**config.mk**
```make
export PLATFORM = sky130hd
export DESIGN_NAME = rtc_bus_scoreboard
export DESIGN_NICKNAME = d
export VERILOG_FILES = /design/src/rtl/rtc_bus_scoreboard.sv
export SDC_FILE = /design/constraint.sdc
export NUM_CORES = 1
export LEC_CHECK = 0
export BUFFER_PORTS_ARGS = -buffer_cell sky130_fd_sc_hd__buf_2
export CORE_ASPECT_RATIO = 0.6
export CORE_MARGIN = 4
export CORE_UTILIZATION = 55
export DETAILED_ROUTE_END_ITERATION = 16
export PLACE_DENSITY = 0.75
export SLEW_MARGIN = 20
export SYNTH_ARGS = -nofsm -noshare
export SYNTH_HDL_FRONTEND = slang
export SYNTH_SLANG_ARGS = --single-unit
```
**constraint.sdc**
```tcl
create_clock -name clk -period 8.7 [get_ports clk]
set_input_delay 0.87 -clock clk [delete_from_list [all_inputs] [get_ports clk]]
set_output_delay 0.87 -clock clk [all_outputs]
set_load 0.05 [all_outputs]
```
**src/rtl/rtc_bus_scoreboard.sv**
```systemverilog
// Bus scoreboard for the RTC/alarm register block: shadows TIME and the alarm slots,
// checks APB-style sequencing, access timeouts and read data, and logs errors.
module rtc_bus_scoreboard #(
    parameter int unsigned ADDR_W     = 8,
    parameter int unsigned DATA_W     = 32,
    parameter int unsigned NUM_ALARMS = 4,
    parameter int unsigned TIMEOUT    = 16,
    parameter int unsigned ERR_CNT_W  = 16
) (
    input  logic                 clk,
    input  logic                 reset,
    input  logic                 sel,
    input  logic                 enable,
    input  logic                 write,
    input  logic [ADDR_W-1:0]    addr,
    input  logic [DATA_W-1:0]    wdata,
    input  logic                 ready,
    input  logic [DATA_W-1:0]    rdata,
    input  logic                 tick,
    input  logic                 fail_clr,
    output logic                 fail,
    output logic [ERR_CNT_W-1:0] err_count,
    output logic [2:0]           err_code,
    output logic [ADDR_W-1:0]    err_addr,
    output logic [2:0]           first_code,
    output logic [ERR_CNT_W-1:0] txn_count
);

    localparam int unsigned WAIT_W = $clog2(TIMEOUT + 1);
    localparam int unsigned AIDX_W = (NUM_ALARMS > 1) ? $clog2(NUM_ALARMS) : 1;

    localparam logic [2:0] E_PROTO   = 3'd1;
    localparam logic [2:0] E_CHANGE  = 3'd2;
    localparam logic [2:0] E_TIMEOUT = 3'd3;
    localparam logic [2:0] E_RDATA   = 3'd4;

    typedef enum logic [1:0] {
        S_IDLE,
        S_SETUP,
        S_ACCESS
    } state_t;

    state_t              state, state_nxt;
    logic [ADDR_W-1:0]   cap_addr, cap_addr_nxt;
    logic                cap_write, cap_write_nxt;
    logic [DATA_W-1:0]   cap_wdata, cap_wdata_nxt;
    logic [WAIT_W-1:0]   wait_cnt, wait_nxt;

    logic [DATA_W-1:0]   time_q;
    logic [DATA_W-1:0]   alarm_q [NUM_ALARMS];

    logic [ADDR_W-1:0]   word_c;
    logic                time_hit_c;
    logic                alarm_hit_c;
    logic [AIDX_W-1:0]   alarm_idx_c;
    logic [DATA_W-1:0]   exp_rdata_c;
    logic                same_c;
    logic [WAIT_W-1:0]   wait_inc_c;

    logic                done_c;
    logic                err_c;
    logic [2:0]          err_code_c;
    logic [ADDR_W-1:0]   err_addr_c;

    // Register map decode on the captured address
    assign word_c      = cap_addr >> 2;
    assign time_hit_c  = (cap_addr == '0);
    assign alarm_hit_c = (cap_addr[1:0] == 2'b00) && (word_c != '0) &&
                         (word_c <= ADDR_W'(NUM_ALARMS));
    assign alarm_idx_c = AIDX_W'(word_c - ADDR_W'(1));

    always_comb begin
        exp_rdata_c = '0;
        if (time_hit_c) begin
            exp_rdata_c = time_q;
        end else if (alarm_hit_c) begin
            exp_rdata_c = alarm_q[alarm_idx_c];
        end
    end

    assign same_c = sel && enable && (addr == cap_addr) && (write == cap_write) &&
                    (wdata == cap_wdata);
    assign wait_inc_c = wait_cnt + WAIT_W'(1);

    // Phase checker: state holds the bus phase seen in the previous cycle
    always_comb begin
        state_nxt     = state;
        cap_addr_nxt  = cap_addr;
        cap_write_nxt = cap_write;
        cap_wdata_nxt = cap_wdata;
        wait_nxt      = wait_cnt;
        done_c        = 1'b0;
        err_c         = 1'b0;
        err_code_c    = '0;
        err_addr_c    = cap_addr;
        case (state)
            S_IDLE: begin
                if (sel && !enable) begin
                    state_nxt     = S_SETUP;
                    cap_addr_nxt  = addr;
                    cap_write_nxt = write;
                    cap_wdata_nxt = wdata;
                end else if (sel && enable) begin
                    err_c      = 1'b1;
                    err_code_c = E_PROTO;
                    err_addr_c = addr;
                end
            end
            S_SETUP: begin
                if (!same_c) begin
                    err_c      = 1'b1;
                    err_code_c = E_PROTO;
                    err_addr_c = addr;
                    state_nxt  = S_IDLE;
                end else if (ready) begin
                    done_c    = 1'b1;
                    state_nxt = S_IDLE;
                end else begin
                    state_nxt = S_ACCESS;
                    wait_nxt  = WAIT_W'(1);
                end
            end
            S_ACCESS: begin
                if (!same_c) begin
                    err_c      = 1'b1;
                    err_code_c = E_CHANGE;
                    state_nxt  = S_IDLE;
                    wait_nxt   = '0;
                end else if (ready) begin
                    done_c    = 1'b1;
                    state_nxt = S_IDLE;
                    wait_nxt  = '0;
                end else if (wait_inc_c == WAIT_W'(TIMEOUT)) begin
                    err_c      = 1'b1;
                    err_code_c = E_TIMEOUT;
                    state_nxt  = S_IDLE;
                    wait_nxt   = '0;
                end else begin
                    wait_nxt = wait_inc_c;
                end
            end
            default: state_nxt = S_IDLE;
        endcase
        if (done_c && !cap_write && (rdata != exp_rdata_c)) begin
            err_c      = 1'b1;
            err_code_c = E_RDATA;
        end
    end

    always_ff @(posedge clk or negedge reset) begin
        if (!reset) begin
            state     <= S_IDLE;
            cap_addr  <= '0;
            cap_write <= 1'b0;
            cap_wdata <= '0;
            wait_cnt  <= '0;
        end else begin
            state     <= state_nxt;
            cap_addr  <= cap_addr_nxt;
            cap_write <= cap_write_nxt;
            cap_wdata <= cap_wdata_nxt;
            wait_cnt  <= wait_nxt;
        end
    end

    // Shadow registers; a TIME write in a tick cycle wins over the increment
    always_ff @(posedge clk or negedge reset) begin
        if (!reset) begin
            time_q <= '0;
            for (int i = 0; i < NUM_ALARMS; i++) begin
                alarm_q[i] <= '0;
            end
        end else begin
            if (done_c && cap_write && time_hit_c) begin
                time_q <= cap_wdata;
            end else if (tick) begin
                time_q <= time_q + DATA_W'(1);
            end
            if (done_c && cap_write && alarm_hit_c) begin
                alarm_q[alarm_idx_c] <= {cap_wdata[DATA_W-1:1], 1'b1};
            end
        end
    end

    // Error log; a same-cycle error overrides fail_clr
    always_ff @(posedge clk or negedge reset) begin
        if (!reset) begin
            fail       <= 1'b0;
            err_count  <= '0;
            err_code   <= '0;
            err_addr   <= '0;
            first_code <= '0;
        end else if (err_c) begin
            fail     <= 1'b1;
            err_code <= err_code_c;
            err_addr <= err_addr_c;
            if (fail_clr) begin
                err_count <= ERR_CNT_W'(1);
            end else if (err_count != '1) begin
                err_count <= err_count + ERR_CNT_W'(1);
            end
            if (!fail || fail_clr) begin
                first_code <= err_code_c;
            end
        end else if (fail_clr) begin
            fail       <= 1'b0;
            err_count  <= '0;
            err_code   <= '0;
            err_addr   <= '0;
            first_code <= '0;
        end
    end

    always_ff @(posedge clk or negedge reset) begin
        if (!reset) begin
            txn_count <= '0;
        end else if (done_c) begin
            txn_count <= txn_count + ERR_CNT_W'(1);
        end
    end

endmodule

```
* After elaboration in Yosys (flattened, before gate mapping)
Index checks and enable logic that the tools add are counted.
Cells by class: order comparisons 3, equal/unequal tests 13, multiplexer cells 58, reduce and logical (&&, ||, !) cells 31, bitwise gates (word level) 1, add/subtract/negate cells 5
Operators with widths (count):
- 2-to-1 mux 32 bit | 7
- bitwise mux 128 bit | 1
- binary-select mux 32 bit (select 2 bit) | 1
- demux 32 bit (select 2 bit) | 1
- 2-to-1 mux 16 bit | 4
- 2-to-1 mux 8 bit | 5
- adder 16 x 1 -> 16 bit (second input constant) | 2
- adder 32 x 1 -> 32 bit (second input constant) | 1
- == test 32 bit | 1
- inequality test 32 bit | 1
- 2-to-1 mux 5 bit | 5
- 2-to-1 mux 2 bit | 9
- inequality test 16 bit (second input constant) | 1
- one-hot mux 8 bit (2 select lines) | 1
- 2-to-1 mux 1 bit | 15
- 2-to-1 mux 3 bit | 5
- logical AND 1 bit | 13
- one-hot mux 2 bit (3 select lines) | 2
- one-hot mux 5 bit (2 select lines) | 1
- == test 8 bit | 1
- logical NOT 8 bit | 1
- AND reduction 2 bit | 4
- nonzero test 2 bit | 4
- nonzero test 8 bit | 1
- other kinds (19) | 24
Storage, ports and cells: bits of input ports 80, register bits after elaboration 255

* Logic depth before layout (Yosys ltp)
word-level depth 12, depth in mapped cells 17, gate-level depth less buffers 11

* Worst setup path before layout
OpenSTA, ideal clock, no wires.
kind reg2reg, from register cap_addr[2], to register err_count[10], buffers on the path 5, path slack 5.116 ns, data required time 8.575 ns, arrival time 3.459 ns, stages on the path, launching flop included 17, path through dfrtp_1 > buf_6 > buf_8 > inv_2 > ha_1 > buf_2 > buf_4 > mux2_2 > o22ai_1 > or4_1 > a32oi_1 > o2111ai_1 > nor4_1 > a31o_2 > buf_12 > a21oi_2 > mux2_4
Between the ends: word-level cells in the longest chain between the ends 12, elaborated cells between the ends (all ways) 28
RTL lines:
- start, declared | RTL line 44 | logic [ADDR_W-1:0] cap_addr, cap_addr_nxt;
- start signal, assigned | RTL line 159 | cap_addr <= cap_addr_nxt;
- subtractor 2 x 1 -> 2 bit | RTL line 70 | assign alarm_idx_c = AIDX_W'(word_c - ADDR_W'(1));
- NOT 2 -> 3 bit (implied by the code) | RTL line 77 | exp_rdata_c = alarm_q[alarm_idx_c];
- binary-select mux 32 bit (select 2 bit) | RTL line 77
- 2-to-1 mux 32 bit (implied by the code) (2 in series) | RTL line 77
- 2-to-1 mux 32 bit | RTL line 76 | end else if (alarm_hit_c) begin
- 2-to-1 mux 32 bit | RTL line 74 | if (time_hit_c) begin
- inequality test 32 bit | RTL line 144 | if (done_c && !cap_write && (rdata != exp_rdata_c)) begin
- logical AND 1 bit | RTL line 144
- 2-to-1 mux 1 bit * | RTL line 144
- nonzero test 2 bit (no line)
- AND reduction 2 bit (no line)
- end signal, assigned | RTL line 200 | err_count <= err_count + ERR_CNT_W'(1);
- end, declared | RTL line 22 | output logic [ERR_CNT_W-1:0] err_count,
Mark *: on every way between the ends. The rest lies on a longest branch, timed or not. The select of a mux whose other input is x is not followed. A chain may end at the register's enable or synchronous reset.

* Final worst setup path
from register cap_addr[3], to register err_addr[6]
Between the ends: word-level cells in the longest chain between the ends 11, elaborated cells between the ends (all ways) 29
RTL lines:
- subtractor 2 x 1 -> 2 bit | RTL line 70
- NOT 2 -> 3 bit (implied by the code) | RTL line 77
- binary-select mux 32 bit (select 2 bit) | RTL line 77
- 2-to-1 mux 32 bit (implied by the code) (2 in series) | RTL line 77
- 2-to-1 mux 32 bit | RTL line 76
- 2-to-1 mux 32 bit | RTL line 74
- inequality test 32 bit | RTL line 144
- logical AND 1 bit | RTL line 144
- 2-to-1 mux 1 bit | RTL line 144
- 2-to-1 mux 8 bit / nonzero test 2 bit (equally long branches)
- end signal, assigned | RTL line 196 | err_addr <= err_addr_c;
- end, declared | RTL line 24 | output logic [ADDR_W-1:0] err_addr,
Several ways; a longest one is shown, not always the timed one. The select of a mux whose other input is x is not followed.

==> reports/summary.txt <==
final net count - 1454
area of the multi-input gates - 0.00703 sq mm
CTS tree - built
die area - 0.0281 sq mm
worst slew pin tran - 0.926 ns
Syn Inst Count - 1255
status - completed
number of fill cells - 1961
# port buffers - 126
number of global-route vias before repair - 10700
cts bufs inserted - 24
layout cells sized above 1 - 29.2%
post-route ant nets - 0
GRT Residual Overflow - 0
die height - 131 um
syn avg cell area - 11.1 sq um
FMAX - 202 MHz
Netlist cell types - 77
register area - 0.00638 sq mm
Post-synth EDFFs - 0
cell count after placement - 1658
RD Place Congestion - 1.01
crit path launch type - register
share of the synthesized area in the top cell type - 45.7%
final hold viol count - 0
worst-case clock buffer depth - 3
Area after DPL - 0.0148 sq mm
Avg Vias per Cell - 6.51
pin count of the biggest net entering global routing - 114
clk_skew - 0.0164 ns
clk_lat worst skew - 0.55 ns
Max rail drop VDD - 0.207 mV
ys async rst share - 100%
Top Ports - 127
DR iter-0 viols - 1345
Routed WL per cell - 25.8 um
top post-synthesis cells by area - dfrtp_1, mux2_2, xnor2_1, mux4_2, nor2_1
Top FF cell, synth - dfrtp_1
design area - 0.0156 sq mm
max_cap viols - 0
detailed placement HPWL - 33000 um
Vias - 11100
# H-tree levels - 1
Commonest cells post-synth - dfrtp_1, mux2_2, nor2_1, xnor2_1, nand2_1
Rel. slew slack - 37.7%
register area share after synthesis - 45.7%
CTS Root Cell - clkbuf_16
DRC viols - 0
row cnt - 44
RSZ-0062 raised after global routing - no
n_diodes - 0
core box area - 0.0246 sq mm
CP Capture Type - register
final setup fails - 0
Layout area overhead - 11.5%
clk sinks - 255
leak pwr - 7.28 nW
Worst-path clk slew - 0.07 ns
CP Data Required Time - 9.17 ns
initial antenna violation count - 1
setup TNS - 0 ns
GRT Overall Usage - 30.8%
Routed Wire Length - 43900 um
Net Count, Synth - 1347
CTS Hold Bufs - 0
Ys Warns - 0
synthesized area - 0.0140 sq mm
Pwr Density - 249 mW/mm^2
crit path kind - reg -> reg
Pins Over Slew Limit - 0
Synth area leader - dfrtp_1
post-CTS resize count - 0
#FFs+latches synth - 255
Initial Util - 56.8%
final cell count without fillers - 1701
critical-path maximum fanout - 30
Pre-Repair DR Iteration Count - 6
global-route wire length before repair - 66300 um
Final Critical Period - 4.94 ns
most frequent cell after synthesis - dfrtp_1
Die Width - 214 um
crit path DAT - 5.41 ns
worst hold path class - in -> async
Setup Buffers After CTS - 0
period utilization - 56.8%
-- final timing paths --
kind / slack, ns / cells after the start / start / to
min: 0.34 / 1 / reset / time_q[7]$_DFFE_PN0P_
max reg2reg: 3.76 / 12 / cap_addr[3]$_DFFE_PN0P_ / err_addr[6]$_DFFE_PN0P_
max in group asynchronous: 6.91 / 2 / reset / cap_wdata[18]$_DFFE_PN0P_
max: 3.76 / 12 / cap_addr[3]$_DFFE_PN0P_ / err_addr[6]$_DFFE_PN0P_
min reg2reg: 0.47 / 1 / alarm_q[32]$_DFFE_PN0P_ / alarm_q[32]$_DFFE_PN0P_
min in group clk: 0.47 / 1 / alarm_q[32]$_DFFE_PN0P_ / alarm_q[32]$_DFFE_PN0P_
-- cell usage in the layout, fill, tap and decap left out, types with 22 or more instances in the layout --
cell type	instances
inv_1	55
nand2b_1	28
nor2_1	90
mux2i_1	22
clkbuf_16	24
a21oi_1	52
xnor2_1	78
nand3_1	37
buf_2	125
mux2_2	169
nand4_1	48
nand2_1	75
dfrtp_1	254
-- power by group --
part | internal (mW) | switching, mW
clock | 0.596 | 0.470
combinational | 0.435 | 0.727
sequential | 1.32 | 0.317
total | 2.35 | 1.51
-- layout make-up --
type,count,share of cell area [%]
Clock buffer,31,4.22
Clock inverter,12,0.828
Inverter,58,1.40
Multi-Input combinational cell,884,45.2
Sequential cell,255,41.0
Tap cell,322,2.59
Timing Repair Buffer,139,4.77
-- metrics by stage --
| stage | utilization, % | setup WS (ns) | power (mW) | hold slack (ns) |
|---|---|---|---|---|
| after floorplan | - | 5.12 | 2.36 | 0.425 |
| after global placement | 60.2 | 3.98 | 2.75 | 0.442 |
| after detailed placement | 60.2 | 3.87 | 2.78 | 0.456 |
| after CTS | 63.4 | 3.84 | 3.84 | 0.435 |
| after global routing | 63.4 | 3.51 | 4.01 | 0.433 |
| final | 63.4 | 3.76 | 3.87 | 0.337 |
-- sequential cells by signal, summed over array words and instances (netlist names), 2 cells and up --
register and cells:
alarm_q 128, txn_count 16, wait_cnt 5, cap_wdata 32
err_addr 8, cap_addr 8, time_q 32, state 2
first_code 3, err_code 3, err_count 16
-- kinds of logic after synthesis --
kind of cell / share of synthesized area (%)
AND/OR/NAND/NOR: 12.9
adder cells (fa/ha/maj): 1.08
flip-flops: 45.7
multiplexers: 21.3
buffers and inverters: 3.90
XOR/XNOR: 5.52
AO/OA/AOI/OAI: 9.65
-- layer usage --
| layer | vias to the layer above | global-route usage, % | wire (um) |
|---|---|---|---|
| met2 | 635 | 40.1 | 17400 |
| met4 | 2 | 5.01 | 767 |
| li1 | 4804 | - | - |
| met1 | 5562 | 47.9 | 19800 |
| met5 | - | 0.172 | 13 |
| met3 | 76 | 13.6 | 6000 |
-- critical path, stage by stage, from the launching register on --
cell and delay [ns]:
dfrtp_1 0.46, inv_1 0.11, ha_2 0.61, buf_4 0.48, mux4_2 0.35, or2_2 0.13
o2111ai_1 0.10, a2111oi_0 0.61, a31oi_1 0.18, nor4_1 0.47, a31o_2 0.64, and2_2 0.46
mux2i_1 0.24
(Power assumes the default switching activity.)
